--- config.mk ---
export PLATFORM = sky130hd
export DESIGN_NAME = pipe_stage_reg
export DESIGN_NICKNAME = d
export VERILOG_FILES = /design/src/rtl/pipe_pkg.sv /design/src/rtl/pipe_payload_reg.sv /design/src/rtl/pipe_stage_reg.sv
export SDC_FILE = /design/constraint.sdc
export NUM_CORES = 1
export LEC_CHECK = 0
export CORE_AREA = 2 2 138 140
export CTS_BUF_LIST = sky130_fd_sc_hd__clkbuf_8
export CTS_CLUSTER_SIZE = 20
export DETAILED_ROUTE_END_ITERATION = 8
export DIE_AREA = 0 0 140 142
export HOLD_SLACK_MARGIN = 0.06
export PLACE_DENSITY = 0.74
export SLEW_MARGIN = 20
export SYNTH_ARGS = -nofsm -noshare
export SYNTH_HDL_FRONTEND = slang
export SYNTH_HIERARCHICAL = 1
export SYNTH_SLANG_ARGS = --single-unit
--- constraint.sdc ---
create_clock -name clk -period 1.7 [get_ports clk]
set_input_delay 0.425 -clock clk [delete_from_list [all_inputs] [get_ports clk]]
set_output_delay 0.425 -clock clk [all_outputs]
set_load 0.05 [all_outputs]
--- src/rtl/pipe_pkg.sv ---
// Shared definitions for the elastic pipeline stage register: state encoding,
// NOP control constant and payload width helper.
package pipe_pkg;

  typedef logic [1:0] state_t;

  localparam state_t EMPTY = 2'd0;
  localparam state_t FULL  = 2'd1;
  localparam state_t SKID  = 2'd2;

  // Wide enough for any control word; callers take the low CTRL_BITS.
  localparam int unsigned NOP_CTRL_MAX = 256;
  localparam logic [NOP_CTRL_MAX-1:0] NOP_CTRL = '0;

  function automatic int unsigned payload_bits(input int unsigned ctrl_bits,
                                               input int unsigned data_bits,
                                               input int unsigned lanes);
    return ctrl_bits + data_bits * lanes;
  endfunction

endpackage

--- src/rtl/pipe_payload_reg.sv ---
// Enable-loaded, synchronously reset payload register (ctrl word + data lanes).
module pipe_payload_reg #(
  parameter int unsigned WIDTH = 176
) (
  input  logic             clk,
  input  logic             rst,
  input  logic             en,
  input  logic [WIDTH-1:0] d,
  output logic [WIDTH-1:0] q
);

  always_ff @(posedge clk) begin
    if (rst)     q <= '0;
    else if (en) q <= d;
  end

endmodule

--- src/rtl/pipe_stage_reg.sv ---
// Elastic valid/ready pipeline stage with stall, flush and sync reset.
// Define PIPE_STAGE_SKID_EN to add a skid register and a registered in_ready.
module pipe_stage_reg
  import pipe_pkg::*;
#(
  parameter int unsigned DATA_BITS = 32,
  parameter int unsigned LANES     = 5,
  parameter int unsigned CTRL_BITS = 16
) (
  input  logic                       clk,
  input  logic                       rst,
  input  logic                       flush,
  input  logic                       in_valid,
  output logic                       in_ready,
  input  logic [CTRL_BITS-1:0]       in_ctrl,
  input  logic [DATA_BITS*LANES-1:0] in_data,
  output logic                       out_valid,
  input  logic                       out_ready,
  output logic [CTRL_BITS-1:0]       out_ctrl,
  output logic [DATA_BITS*LANES-1:0] out_data
);

  localparam int unsigned PW = payload_bits(CTRL_BITS, DATA_BITS, LANES);

  state_t          state, state_nxt;
  logic            in_fire, out_fire;
  logic            main_en;
  logic [PW-1:0]   main_d, main_q;
`ifdef PIPE_STAGE_SKID_EN
  logic            skid_en;
  logic [PW-1:0]   skid_q;
`endif

  assign out_valid = (state != EMPTY);
  assign in_fire   = in_valid && in_ready;
  assign out_fire  = out_valid && out_ready;

`ifdef PIPE_STAGE_SKID_EN
  assign in_ready = (state != SKID);
`else
  assign in_ready = !out_valid || out_ready;
`endif

  always_comb begin
    state_nxt = state;
    main_en   = 1'b0;
    main_d    = {in_ctrl, in_data};
`ifdef PIPE_STAGE_SKID_EN
    skid_en   = 1'b0;
`endif
    case (state)
      EMPTY: begin
        if (in_fire) begin
          state_nxt = FULL;
          main_en   = 1'b1;
        end
      end
      FULL: begin
        if (in_fire && out_fire) begin
          main_en = 1'b1;
        end
`ifdef PIPE_STAGE_SKID_EN
        else if (in_fire) begin
          state_nxt = SKID;
          skid_en   = 1'b1;
        end
`endif
        else if (out_fire) begin
          state_nxt = EMPTY;
        end
      end
`ifdef PIPE_STAGE_SKID_EN
      SKID: begin
        if (out_fire) begin
          state_nxt = FULL;
          main_en   = 1'b1;
          main_d    = skid_q;
        end
      end
`endif
      default: state_nxt = EMPTY;
    endcase
    // Flush drops the stage and any same-cycle accept; data may stay stale.
    if (flush) begin
      state_nxt = EMPTY;
      main_en   = 1'b0;
`ifdef PIPE_STAGE_SKID_EN
      skid_en   = 1'b0;
`endif
    end
  end

  always_ff @(posedge clk) begin
    if (rst) state <= EMPTY;
    else     state <= state_nxt;
  end

  pipe_payload_reg #(.WIDTH(PW)) u_main (
    .clk (clk),
    .rst (rst),
    .en  (main_en),
    .d   (main_d),
    .q   (main_q)
  );

`ifdef PIPE_STAGE_SKID_EN
  pipe_payload_reg #(.WIDTH(PW)) u_skid (
    .clk (clk),
    .rst (rst),
    .en  (skid_en),
    .d   ({in_ctrl, in_data}),
    .q   (skid_q)
  );
`endif

  assign out_ctrl = out_valid ? main_q[PW-1 -: CTRL_BITS] : NOP_CTRL[CTRL_BITS-1:0];
  assign out_data = main_q[DATA_BITS*LANES-1:0];

endmodule

Word-level counts from Yosys, hierarchy flattened
Cells that the tools add are included.
Cells by class
  eq/ne operators: 4
  mux-type cells: 9
  reduce and logical (&&, ||, !) cells: 9
Operator list (count)
  16-bit 2-to-1 mux: 1
  2-bit 2-to-1 mux: 3
  2-bit != test (second input constant): 3
  2-bit case mux with 2 select lines: 1
  1-bit logical AND: 3
  1-bit 2-to-1 mux: 3
  3-bit AND reduction: 1
  2-bit by 1-bit == test with 1-bit output (second input constant): 1
  2-bit logical NOT: 1
  1-bit case mux with 2 select lines: 1
  2-bit nonzero test: 1
  2-bit OR reduction: 1
  1-bit logical NOT: 1
  1-bit logical OR: 1
Word-level totals
  flip-flop bits (word level): 178
  input port bits: 181
  output and inout port bits: 178
  word-level logic and storage cells: 24

Logic depth before layout (Yosys ltp)
Gate-level depths: netlist (run 1).
  depth after elaboration: 8
  depth in mapped cells: 7
  gate-level depth less buffers: 4

Cells and area by module
Netlist (run 1), hierarchy kept.
By module, submodules not included
  pipe_payload_reg: instances 1, cells an instance 568, area an instance 6311.1 µm², seq. area each 3523.4 µm²
  pipe_stage_reg: instances 1, cells an instance 22, area an instance 165.2 µm², seq. area each 20.0 µm²

Worst setup path before layout (run 1)
OpenSTA, ideal clock, no wires.
  path kind: register to register
  start: register state[0]
  end: register u_main.q[134]
  data arrival time: 1.890 ns
  data required time: 1.572 ns
  setup slack: -0.317 ns
  cell stages (with the launch flop): 8
  buffers on the path: 3
  period minus slack after synthesis: 2.017 ns
  path through: dfxtp_1 > nand2b_2 > nor3b_1 > buf_4 > buf_8 > buf_8 > mux2i_1 > nor2_1
On the way
  longest elaborated chain between the ends: 8
RTL lines
  start, declared: line pipe_stage_reg.sv:25  | state_t state, state_nxt;
  start signal, assigned: line pipe_stage_reg.sv:95  | else state <= state_nxt;
  2-bit nonzero test *: line pipe_stage_reg.sv:34  | assign out_valid = (state != EMPTY);
  1-bit logical NOT *: line pipe_stage_reg.sv:41  | assign in_ready = !out_valid || out_ready;
  1-bit logical OR *: line pipe_stage_reg.sv:41
  net in_ready: line pipe_stage_reg.sv:14  | output logic in_ready,
  1-bit logical AND *: line pipe_stage_reg.sv:35  | assign in_fire = in_valid && in_ready;
  1-bit logical AND: line pipe_stage_reg.sv:59  | if (in_fire && out_fire) begin
  1-bit 2-to-1 mux: line pipe_stage_reg.sv:59
  1-bit case mux with 2 select lines *: line pipe_stage_reg.sv:51  | case (state)
  1-bit 2-to-1 mux *: line pipe_stage_reg.sv:84  | if (flush) begin
  net main_en: line pipe_stage_reg.sv:27  | logic main_en;
  end signal, assigned: line pipe_payload_reg.sv:13  | if (rst) q <= '0;
  end signal, assigned: line pipe_payload_reg.sv:14  | else if (en) q <= d;
  end, declared: line pipe_payload_reg.sv:9  | output logic [WIDTH-1:0] q
Mark *: on every way through the listed nets, which the timed path passes. The rest lies on a longest branch.
A chain may end at the register's enable or synchronous reset.

Worst setup path in the final report (run 1)
  start: register state[0]
  end: output port out_ctrl[3]
On the way
  longest elaborated chain between the ends: 2
RTL lines
  2-bit nonzero test: line pipe_stage_reg.sv:34
  16-bit 2-to-1 mux: line pipe_stage_reg.sv:116  | assign out_ctrl = out_valid ? main_q[PW-1 -: CTRL_BITS] : NOP_CTRL[CTRL_BITS-1:0];
  end, declared: line pipe_stage_reg.sv:19  | output logic [CTRL_BITS-1:0] out_ctrl,
No other way between the ends.

==> impl_metrics.prom, run 1 <==
# TYPE chip_impl_metric gauge
chip_impl_info{name="commonest_non_fill_non_tap_cell_in_the_layout",value="sky130_fd_sc_hd__clkdlybuf4s50_1"} 1
chip_impl_metric{name="std_cell_rows",unit=""} 50
chip_impl_metric{name="synthesis.nets",unit=""} 771
chip_impl_metric{name="detail_route.first_pass.iterations",unit=""} 7
chip_impl_info{name="timing_worst_setup_path_type",value="reg -> out"} 1
chip_impl_metric{name="final-hold-violation-count",unit=""} 0
chip_impl_info{name="final_cell_mix",value="179 x sky130_fd_sc_hd__clkdlybuf4s50_1, 176 x sky130_fd_sc_hd__mux2i_1, 176 x sky130_fd_sc_hd__nor2_1, 176 x sky130_fd_sc_hd__dfxtp_1, 172 x sky130_fd_sc_hd__buf_4"} 1
chip_impl_metric{name="finish.instance_area",unit="mm²"} 0.0105
chip_impl_metric{name="grt_residual_overflow",unit=""} 0
chip_impl_metric{name="vias_per_cell",unit=""} 4.49
chip_impl_metric{name="drv.max_cap_violation_count",unit=""} 0
chip_impl_info{name="timing.critical_path.to_type",value="primary output"} 1
chip_impl_metric{name="dp_hpwl",unit="µm"} 14000
chip_impl_metric{name="post_cts_hold_buffer_count",unit=""} 0
chip_impl_metric{name="synthToLayoutAreaGrowth",unit="%"} 62.6
chip_impl_metric{name="finalSetupViolCount",unit=""} 4
chip_impl_metric{name="max-clock-path-buffers",unit=""} 2
chip_impl_metric{name="route.antenna.remaining_nets",unit=""} 0
chip_impl_metric{name="fmax",unit="GHz"} 0.588
chip_impl_metric{name="seq_power_share",unit=""} 0.482
chip_impl_metric{name="wirelength",unit="µm"} 18800
chip_impl_metric{name="pwr-share-clk",unit=""} 0.294
chip_impl_metric{name="hold_path_depth",unit=""} 2
chip_impl_info{name="synth_area_leaders",value="sky130_fd_sc_hd__dfxtp_1 55%, sky130_fd_sc_hd__mux2i_1 27%, sky130_fd_sc_hd__nor2_1 10%"} 1
chip_impl_metric{name="post_route_drc",unit=""} 21
chip_impl_metric{name="number_of_global_route_vias_before_repair",unit=""} 5306
chip_impl_info{name="hold_path_class",value="in -> reg"} 1
chip_impl_metric{name="netSwitchingFraction",unit=""} 0.315
chip_impl_metric{name="layout.nets",unit=""} 1134
chip_impl_metric{name="worst-endpoint-required",unit="ps"} 1270
chip_impl_metric{name="final_worst_clock_skew",unit="ps"} 10.6
chip_impl_info{name="tritoncts",value="built"} 1
chip_impl_metric{name="clock_insertion_delay_worst_skew",unit="ps"} 450
chip_impl_info{name="crit-reg2reg-launch",value="state[0]"} 1
chip_impl_metric{name="level_count_of_the_clock_h_tree",unit=""} 4
chip_impl_metric{name="synthCells",unit=""} 590
chip_impl_metric{name="post_synth_instance_area",unit="mm²"} 0.00648
chip_impl_metric{name="core_region_area",unit="mm²"} 0.0185
chip_impl_info{name="hold_path_startpoint",value="rst"} 1
chip_impl_info{name="setup_repair_after_global_routing_missed_its_margin",value="yes"} 1
chip_impl_metric{name="slew_headroom",unit=""} 0.792
chip_impl_metric{name="worst_setup_hold_path_clk_slew",unit="ps"} 100
chip_impl_metric{name="seq_area_frac_synth",unit=""} 0.547
chip_impl_metric{name="postLayoutCoreUtil",unit=""} 0.571
chip_impl_metric{name="fillers",unit=""} 1609
chip_impl_metric{name="synth.top_cell.area_share",unit=""} 0.547
chip_impl_metric{name="switchingPower",unit="mW"} 2.92
chip_impl_metric{name="antenna_found_initial",unit=""} 0
chip_impl_info{name="start_kind",value="register"} 1
chip_impl_metric{name="boundaryPins",unit=""} 359
chip_impl_metric{name="first_pass_grt_wire_length",unit="µm"} 28100
chip_impl_metric{name="port-buffer-count",unit=""} 358
chip_impl_metric{name="clkSinkCount",unit=""} 177
chip_impl_metric{name="numPlacedInstances",unit=""} 1164
chip_impl_metric{name="worst_ir_drop_vdd",unit="mV"} 0.443
chip_impl_metric{name="horizontal_extent_of_the_die",unit="µm"} 140
chip_impl_metric{name="dr_total_vias",unit=""} 5387
chip_impl_metric{name="finish.cell_count_without_fillers",unit=""} 1200
chip_impl_metric{name="cp.arrival",unit="ps"} 1280
chip_impl_metric{name="initial_standard_cell_utilization_of_the_core",unit=""} 0.351
chip_impl_metric{name="power_density",unit="mW/mm²"} 878
chip_impl_info{name="violations",value="design-rule violations, negative setup slack"} 1
chip_impl_metric{name="diodes",unit=""} 0
chip_impl_metric{name="track_usage",unit=""} 0.179
chip_impl_metric{name="layout_setup_ws",unit="ps"} -1.75
chip_impl_metric{name="post-route-min-period",unit="ps"} 1700
chip_impl_metric{name="timing.hold.ws",unit="ps"} 348
chip_impl_metric{name="syn-mean-instance-area",unit="µm²"} 11.0
chip_impl_metric{name="drive_gt1_frac",unit=""} 0.266
chip_impl_info{name="synth_area_leader_cell",value="sky130_fd_sc_hd__dfxtp_1"} 1
chip_impl_info{name="outcome",value="finished, violations left"} 1
chip_impl_info{name="clockRootBuffer",value="sky130_fd_sc_hd__clkbuf_8"} 1
chip_impl_metric{name="postSynthRegisterBits",unit=""} 177
chip_impl_metric{name="max_slew.worst_pin.slew",unit="ps"} 312
chip_impl_metric{name="r2r_cells",unit=""} 7
chip_impl_info{name="worstSetupStartpoint",value="state[0]"} 1
chip_impl_metric{name="drt_first_iter_violations",unit=""} 266
chip_impl_metric{name="grt_start_max_net_pins",unit=""} 57
chip_impl_metric{name="detailed_place.area",unit="mm²"} 0.0100
chip_impl_metric{name="routabilityCongestion",unit=""} 0.802
chip_impl_metric{name="numCtsBuffers",unit=""} 17
chip_impl_metric{name="wl_cell",unit="µm"} 15.7
chip_impl_metric{name="worst-path-max-fanout",unit=""} 8
chip_impl_metric{name="power.internal",unit="mW"} 6.33
chip_impl_metric{name="comb_power_share",unit=""} 0.224
chip_impl_metric{name="yosys_warns",unit=""} 6
chip_impl_metric{name="timing_max_transition_violations_final",unit=""} 0
chip_impl_metric{name="die_y",unit="µm"} 142
chip_impl_metric{name="static_leakage_power",unit="nW"} 4.53
chip_impl_metric{name="die_footprint",unit="mm²"} 0.0199
chip_impl_metric{name="synth_cell_types",unit=""} 16
chip_impl_metric{name="final.period_utilization",unit=""} 1.00
## power groups by stage
stage / registers, mW / logic [mW] / clock network, mW
floorplan: 5.19 / 0.563 / 0
global placement: 4.55 / 2.04 / 0
detailed placement: 4.55 / 2.05 / 0
CTS: 4.46 / 2.07 / 2.83
global route: 4.49 / 2.18 / 2.97
finish: 4.46 / 2.07 / 2.72
## area by class of cell
class / instances / area (µm²) / share of cell area
tap: 234 / 293 / 0.0278
clock buffer: 17 / 234 / 0.0222
clock inverter: 15 / 125 / 0.0119
sequential: 177 / 3550 / 0.337
timing repair buffer: 385 / 3720 / 0.353
multi-input combinational: 371 / 2610 / 0.248
inverter: 1 / 3.75 / 0.000356
## what timing repair did
action / CTS / global route
resized for setup: 15 / 12
gates cloned: 0 / 2
buffers inserted: 2 / 0
endpoints found under the setup margin: 16 / 22
## per-stage QoR
| step | power, mW | setup WS (ps) | setup TNS (ps) |
|---|---|---|---|
| floorplan | 5.75 | 47.1 | 0 |
| global placement | 6.59 | -389 | -60170 |
| detailed placement | 6.61 | -416 | -59940 |
| CTS | 9.36 | -38.8 | -303 |
| global route | 9.64 | -65.5 | -868 |
| finish | 9.25 | -1.75 | -5.62 |
## path summary, 6_finish.rpt
path / slack (ps) / endpoint
setup / recovery: -2 / out_ctrl[3]
hold / removal: 350 / u_main/q[81]
setup reg to reg: 70 / u_main/q[66]
hold reg to reg: 500 / u_main/q[75]
## Yosys cell counts
library cell	count
sky130_fd_sc_hd__dfxtp_1	177
sky130_fd_sc_hd__mux2i_1	176
sky130_fd_sc_hd__nor2_1	176
sky130_fd_sc_hd__buf_8	15
sky130_fd_sc_hd__buf_2	12
sky130_fd_sc_hd__and2_1	10
sky130_fd_sc_hd__and2_2	6
sky130_fd_sc_hd__buf_1	4
sky130_fd_sc_hd__buf_4	4
sky130_fd_sc_hd__clkbuf_1	4
sky130_fd_sc_hd__a211oi_2	1
sky130_fd_sc_hd__buf_12	1
sky130_fd_sc_hd__clkbuf_2	1
sky130_fd_sc_hd__inv_1	1
sky130_fd_sc_hd__nand2b_2	1
sky130_fd_sc_hd__nor3b_1	1
## critical path, stage by stage, from the launching register on
cell,delay [ps]
sky130_fd_sc_hd__dfxtp_4,400
sky130_fd_sc_hd__clkbuf_16,160
sky130_fd_sc_hd__and2_4,150
sky130_fd_sc_hd__buf_12,130
## kinds of logic after synthesis
| family | Yosys count | synth area share |
|---|---|---|
| muxes | 176 | 0.272 |
| AOI/OAI and AO/OA | 1 | 0.00193 |
| buffers and inverters | 42 | 0.0578 |
| DFF | 177 | 0.547 |
| and+or+nand+nor | 194 | 0.121 |
## per-layer routing
| metal | global-route usage | vias to the layer above | share of wire |
|---|---|---|---|
| li1 | - | 2668 | - |
| met1 | 0.209 | 2486 | 0.40 |
| met2 | 0.307 | 204 | 0.50 |
| met3 | 0.0575 | 29 | 0.079 |
| met4 | 0.0728 | 0 | 0.024 |
| met5 | 0 | - | 0 |
## registers in the layout, indices dropped and copies added (netlist names)
name and cells:
u_main/q 176, state 1
No activity file was read; power rests on OpenSTA's default activity.
==> run 2, diff against run 1 <==
--- a/config.mk
+++ b/config.mk
@@ -12,6 +12,7 @@
 export DIE_AREA = 0 0 140 142
 export HOLD_SLACK_MARGIN = 0.06
 export PLACE_DENSITY = 0.74
+export REMOVE_ABC_BUFFERS = 1
 export SLEW_MARGIN = 20
 export SYNTH_ARGS = -nofsm -noshare
 export SYNTH_HDL_FRONTEND = slang
==> impl_metrics.prom, run 2 (synthesized netlist as in run 1, its figures left out) <==
# TYPE chip_impl_metric gauge
chip_impl_metric{name="finish.instance_area",unit="mm²"} 0.0105
chip_impl_metric{name="antenna_found_initial",unit=""} 0
chip_impl_metric{name="worst_ir_drop_vdd",unit="mV"} 0.515
chip_impl_metric{name="netSwitchingFraction",unit=""} 0.302
chip_impl_metric{name="reg2reg_slack",unit="ps"} 140
chip_impl_metric{name="power.internal",unit="mW"} 6.63
chip_impl_info{name="biggestRegsByFlops",value="u_main/q: 176 flops, state: 1 flops"} 1
chip_impl_metric{name="globalRouteMet3Util",unit=""} 0.0639
chip_impl_info{name="outcome",value="finished, violations left"} 1
chip_impl_metric{name="seq_power_share",unit=""} 0.469
chip_impl_metric{name="clock_insertion_delay_worst_skew",unit="ps"} 440
chip_impl_metric{name="switchingPower",unit="mW"} 2.87
chip_impl_metric{name="fillers",unit=""} 1640
chip_impl_metric{name="route.antenna.remaining_nets",unit=""} 0
chip_impl_metric{name="multiInputGateArea",unit="mm²"} 0.00260
chip_impl_metric{name="synthToLayoutAreaGrowth",unit="%"} 62.7
chip_impl_metric{name="core_region_area",unit="mm²"} 0.0185
chip_impl_metric{name="fmax",unit="GHz"} 0.585
chip_impl_metric{name="final.period_utilization",unit=""} 1.01
chip_impl_metric{name="pwr-share-clk",unit=""} 0.315
chip_impl_metric{name="clkSinkCount",unit=""} 177
chip_impl_metric{name="drv.max_cap_violation_count",unit=""} 0
chip_impl_info{name="timing.critical_path.to_type",value="primary output"} 1
chip_impl_info{name="setup_repair_after_global_routing_missed_its_margin",value="yes"} 1
chip_impl_metric{name="numCtsBuffers",unit=""} 17
chip_impl_metric{name="cp.arrival",unit="ps"} 1280
chip_impl_metric{name="level_count_of_the_clock_h_tree",unit=""} 4
chip_impl_metric{name="die_y",unit="µm"} 142
chip_impl_info{name="gr-max-usage-layer",value="met2"} 1
chip_impl_metric{name="grt_start_max_net_pins",unit=""} 70
chip_impl_metric{name="routabilityCongestion",unit=""} 0.778
chip_impl_metric{name="detailed_place.area",unit="mm²"} 0.0100
chip_impl_metric{name="finalSetupViolCount",unit=""} 9
chip_impl_metric{name="timing_max_transition_violations_final",unit=""} 0
chip_impl_metric{name="worst_setup_hold_path_clk_slew",unit="ps"} 100
chip_impl_metric{name="die_footprint",unit="mm²"} 0.0199
chip_impl_metric{name="vias_per_cell",unit=""} 4.45
chip_impl_metric{name="std_cell_rows",unit=""} 50
chip_impl_metric{name="drive_gt1_frac",unit=""} 0.263
chip_impl_metric{name="static_leakage_power",unit="nW"} 4.52
chip_impl_metric{name="register_area",unit="mm²"} 0.00355
chip_impl_metric{name="largest_register_ffs",unit=""} 176
chip_impl_metric{name="max_slew.worst_pin.slew",unit="ps"} 309
chip_impl_metric{name="grt_residual_overflow",unit=""} 0
chip_impl_metric{name="power_density",unit="mW/mm²"} 903
chip_impl_info{name="largest-register",value="u_main/q"} 1
chip_impl_metric{name="final_worst_clock_skew",unit="ps"} 9.52
chip_impl_metric{name="comb_power_share",unit=""} 0.216
chip_impl_metric{name="post-route-min-period",unit="ps"} 1710
chip_impl_metric{name="wirelength",unit="µm"} 18400
chip_impl_metric{name="diodes",unit=""} 0
chip_impl_metric{name="slew_headroom",unit=""} 0.794
chip_impl_info{name="start_kind",value="register"} 1
chip_impl_info{name="hold_path_class",value="in -> reg"} 1
chip_impl_metric{name="layout_setup_ws",unit="ps"} -8.74
chip_impl_metric{name="track_usage",unit=""} 0.181
chip_impl_metric{name="dr_total_vias",unit=""} 5325
chip_impl_metric{name="wl_cell",unit="µm"} 15.4
chip_impl_metric{name="worst-endpoint-required",unit="ps"} 1270
chip_impl_metric{name="post_route_drc",unit=""} 23
chip_impl_info{name="clockRootBuffer",value="sky130_fd_sc_hd__clkbuf_8"} 1
chip_impl_metric{name="horizontal_extent_of_the_die",unit="µm"} 140
chip_impl_info{name="tritoncts",value="built"} 1
chip_impl_metric{name="timing.setup.tns",unit="ps"} -51.4
chip_impl_metric{name="dp_hpwl",unit="µm"} 13600
chip_impl_metric{name="max-clock-path-buffers",unit=""} 2
chip_impl_metric{name="grt_use_met2",unit=""} 0.302
chip_impl_metric{name="initial_standard_cell_utilization_of_the_core",unit=""} 0.351
chip_impl_metric{name="port-buffer-count",unit=""} 358
chip_impl_metric{name="drt_first_iter_violations",unit=""} 259
chip_impl_metric{name="detail_route.first_pass.iterations",unit=""} 9
chip_impl_metric{name="layout.nets",unit=""} 1131
chip_impl_metric{name="number_of_global_route_vias_before_repair",unit=""} 5219
chip_impl_info{name="commonest_non_fill_non_tap_cell_in_the_layout",value="sky130_fd_sc_hd__clkdlybuf4s50_1"} 1
chip_impl_info{name="violations",value="design-rule violations, negative setup slack"} 1
chip_impl_metric{name="final-hold-violation-count",unit=""} 0
chip_impl_metric{name="gr-usage-met1",unit=""} 0.217
chip_impl_info{name="final_cell_mix",value="179 x sky130_fd_sc_hd__clkdlybuf4s50_1, 176 x sky130_fd_sc_hd__mux2i_1, 176 x sky130_fd_sc_hd__nor2_1, 176 x sky130_fd_sc_hd__dfxtp_1, 172 x sky130_fd_sc_hd__buf_4"} 1
chip_impl_info{name="timing_worst_setup_path_type",value="reg -> out"} 1
chip_impl_metric{name="first_pass_grt_wire_length",unit="µm"} 28400
chip_impl_metric{name="worst-path-max-fanout",unit=""} 8
chip_impl_metric{name="boundaryPins",unit=""} 359
## run 2: cell types whose count changed in the layout (fill, tap and decap cells not counted), moves of 2 or more
cell                        delta
sky130_fd_sc_hd__inv_8         -2
sky130_fd_sc_hd__clkinv_4      +3
sky130_fd_sc_hd__buf_8         +2
sky130_fd_sc_hd__bufinv_16     +2
sky130_fd_sc_hd__clkinv_2      -2
sky130_fd_sc_hd__buf_6         -5
sky130_fd_sc_hd__inv_6         -3
## run 2: final cells by class
| class | count | area share |
|---|---|---|
| Timing Repair Buffer | 382 | 0.350 |
| Multi-Input combinational cell | 371 | 0.246 |
| Clock inverter | 14 | 0.0148 |
| Inverter | 1 | 0.000356 |
| Sequential cell | 177 | 0.337 |
| Clock buffer | 18 | 0.0235 |
| Tap cell | 234 | 0.0278 |
## run 2: critical path, stage by stage, from the launching register on
cell	delay (ps)
sky130_fd_sc_hd__dfxtp_4	410
sky130_fd_sc_hd__buf_8	150
sky130_fd_sc_hd__and2_4	150
sky130_fd_sc_hd__buf_12	130
## run 2: worst paths after layout
path                                     from             to  depth (start not counted)
worst max-delay path                 state[0]   out_ctrl[11]                          3
worst min-delay path                      rst   u_main/q[64]                          2
worst max register to register       state[0]  u_main/q[101]                          6
worst min register to register  u_main/q[132]  u_main/q[132]                          2
## run 2: power by group through the flow
stage          combinational (mW)  sequential, mW  clock (mW)
5_1_grt                      2.16            4.49        3.28
3_5_place_dp                 2.05            4.55           0
4_1_cts                      2.07            4.46        3.09
2_1_floorplan               0.799            5.19           0
6_report                     2.06            4.46        2.99
3_3_place_gp                 2.04            4.55           0
## run 2: routing by layer
| layer | vias to the layer above | routed length, µm |
|---|---|---|
| met3 | 24 | 1520 |
| met4 | 0 | 422 |
| met5 | - | 0 |
| li1 | 2663 | - |
| met1 | 2416 | 7440 |
| met2 | 222 | 9060 |
## run 2: what timing repair did
| item | 4_1_cts | 5_1_grt |
|---|---|---|
| hold buffers | 0 | 0 |
| setup buffers | 1 | 0 |
| gates cloned | 1 | 1 |
| resized for setup | 23 | 1 |
| hold endpoints to repair | 0 | 0 |
| endpoints found under the setup margin | 17 | 18 |
## run 2: per-stage QoR
step | power (mW) | worst slack [ps] | hold WS (ps) | std cells | util
after floorplan | 5.99 | -18580 | 452 | 549 | -
after global placement | 6.58 | -362 | 465 | 1162 | 0.544
after detailed placement | 6.60 | -419 | 479 | 1162 | 0.544
after CTS | 9.62 | -50.6 | 272 | 1196 | 0.569
after global routing | 9.93 | -86.3 | 256 | 1197 | 0.571
final | 9.51 | -8.74 | 306 | 1197 | 0.571
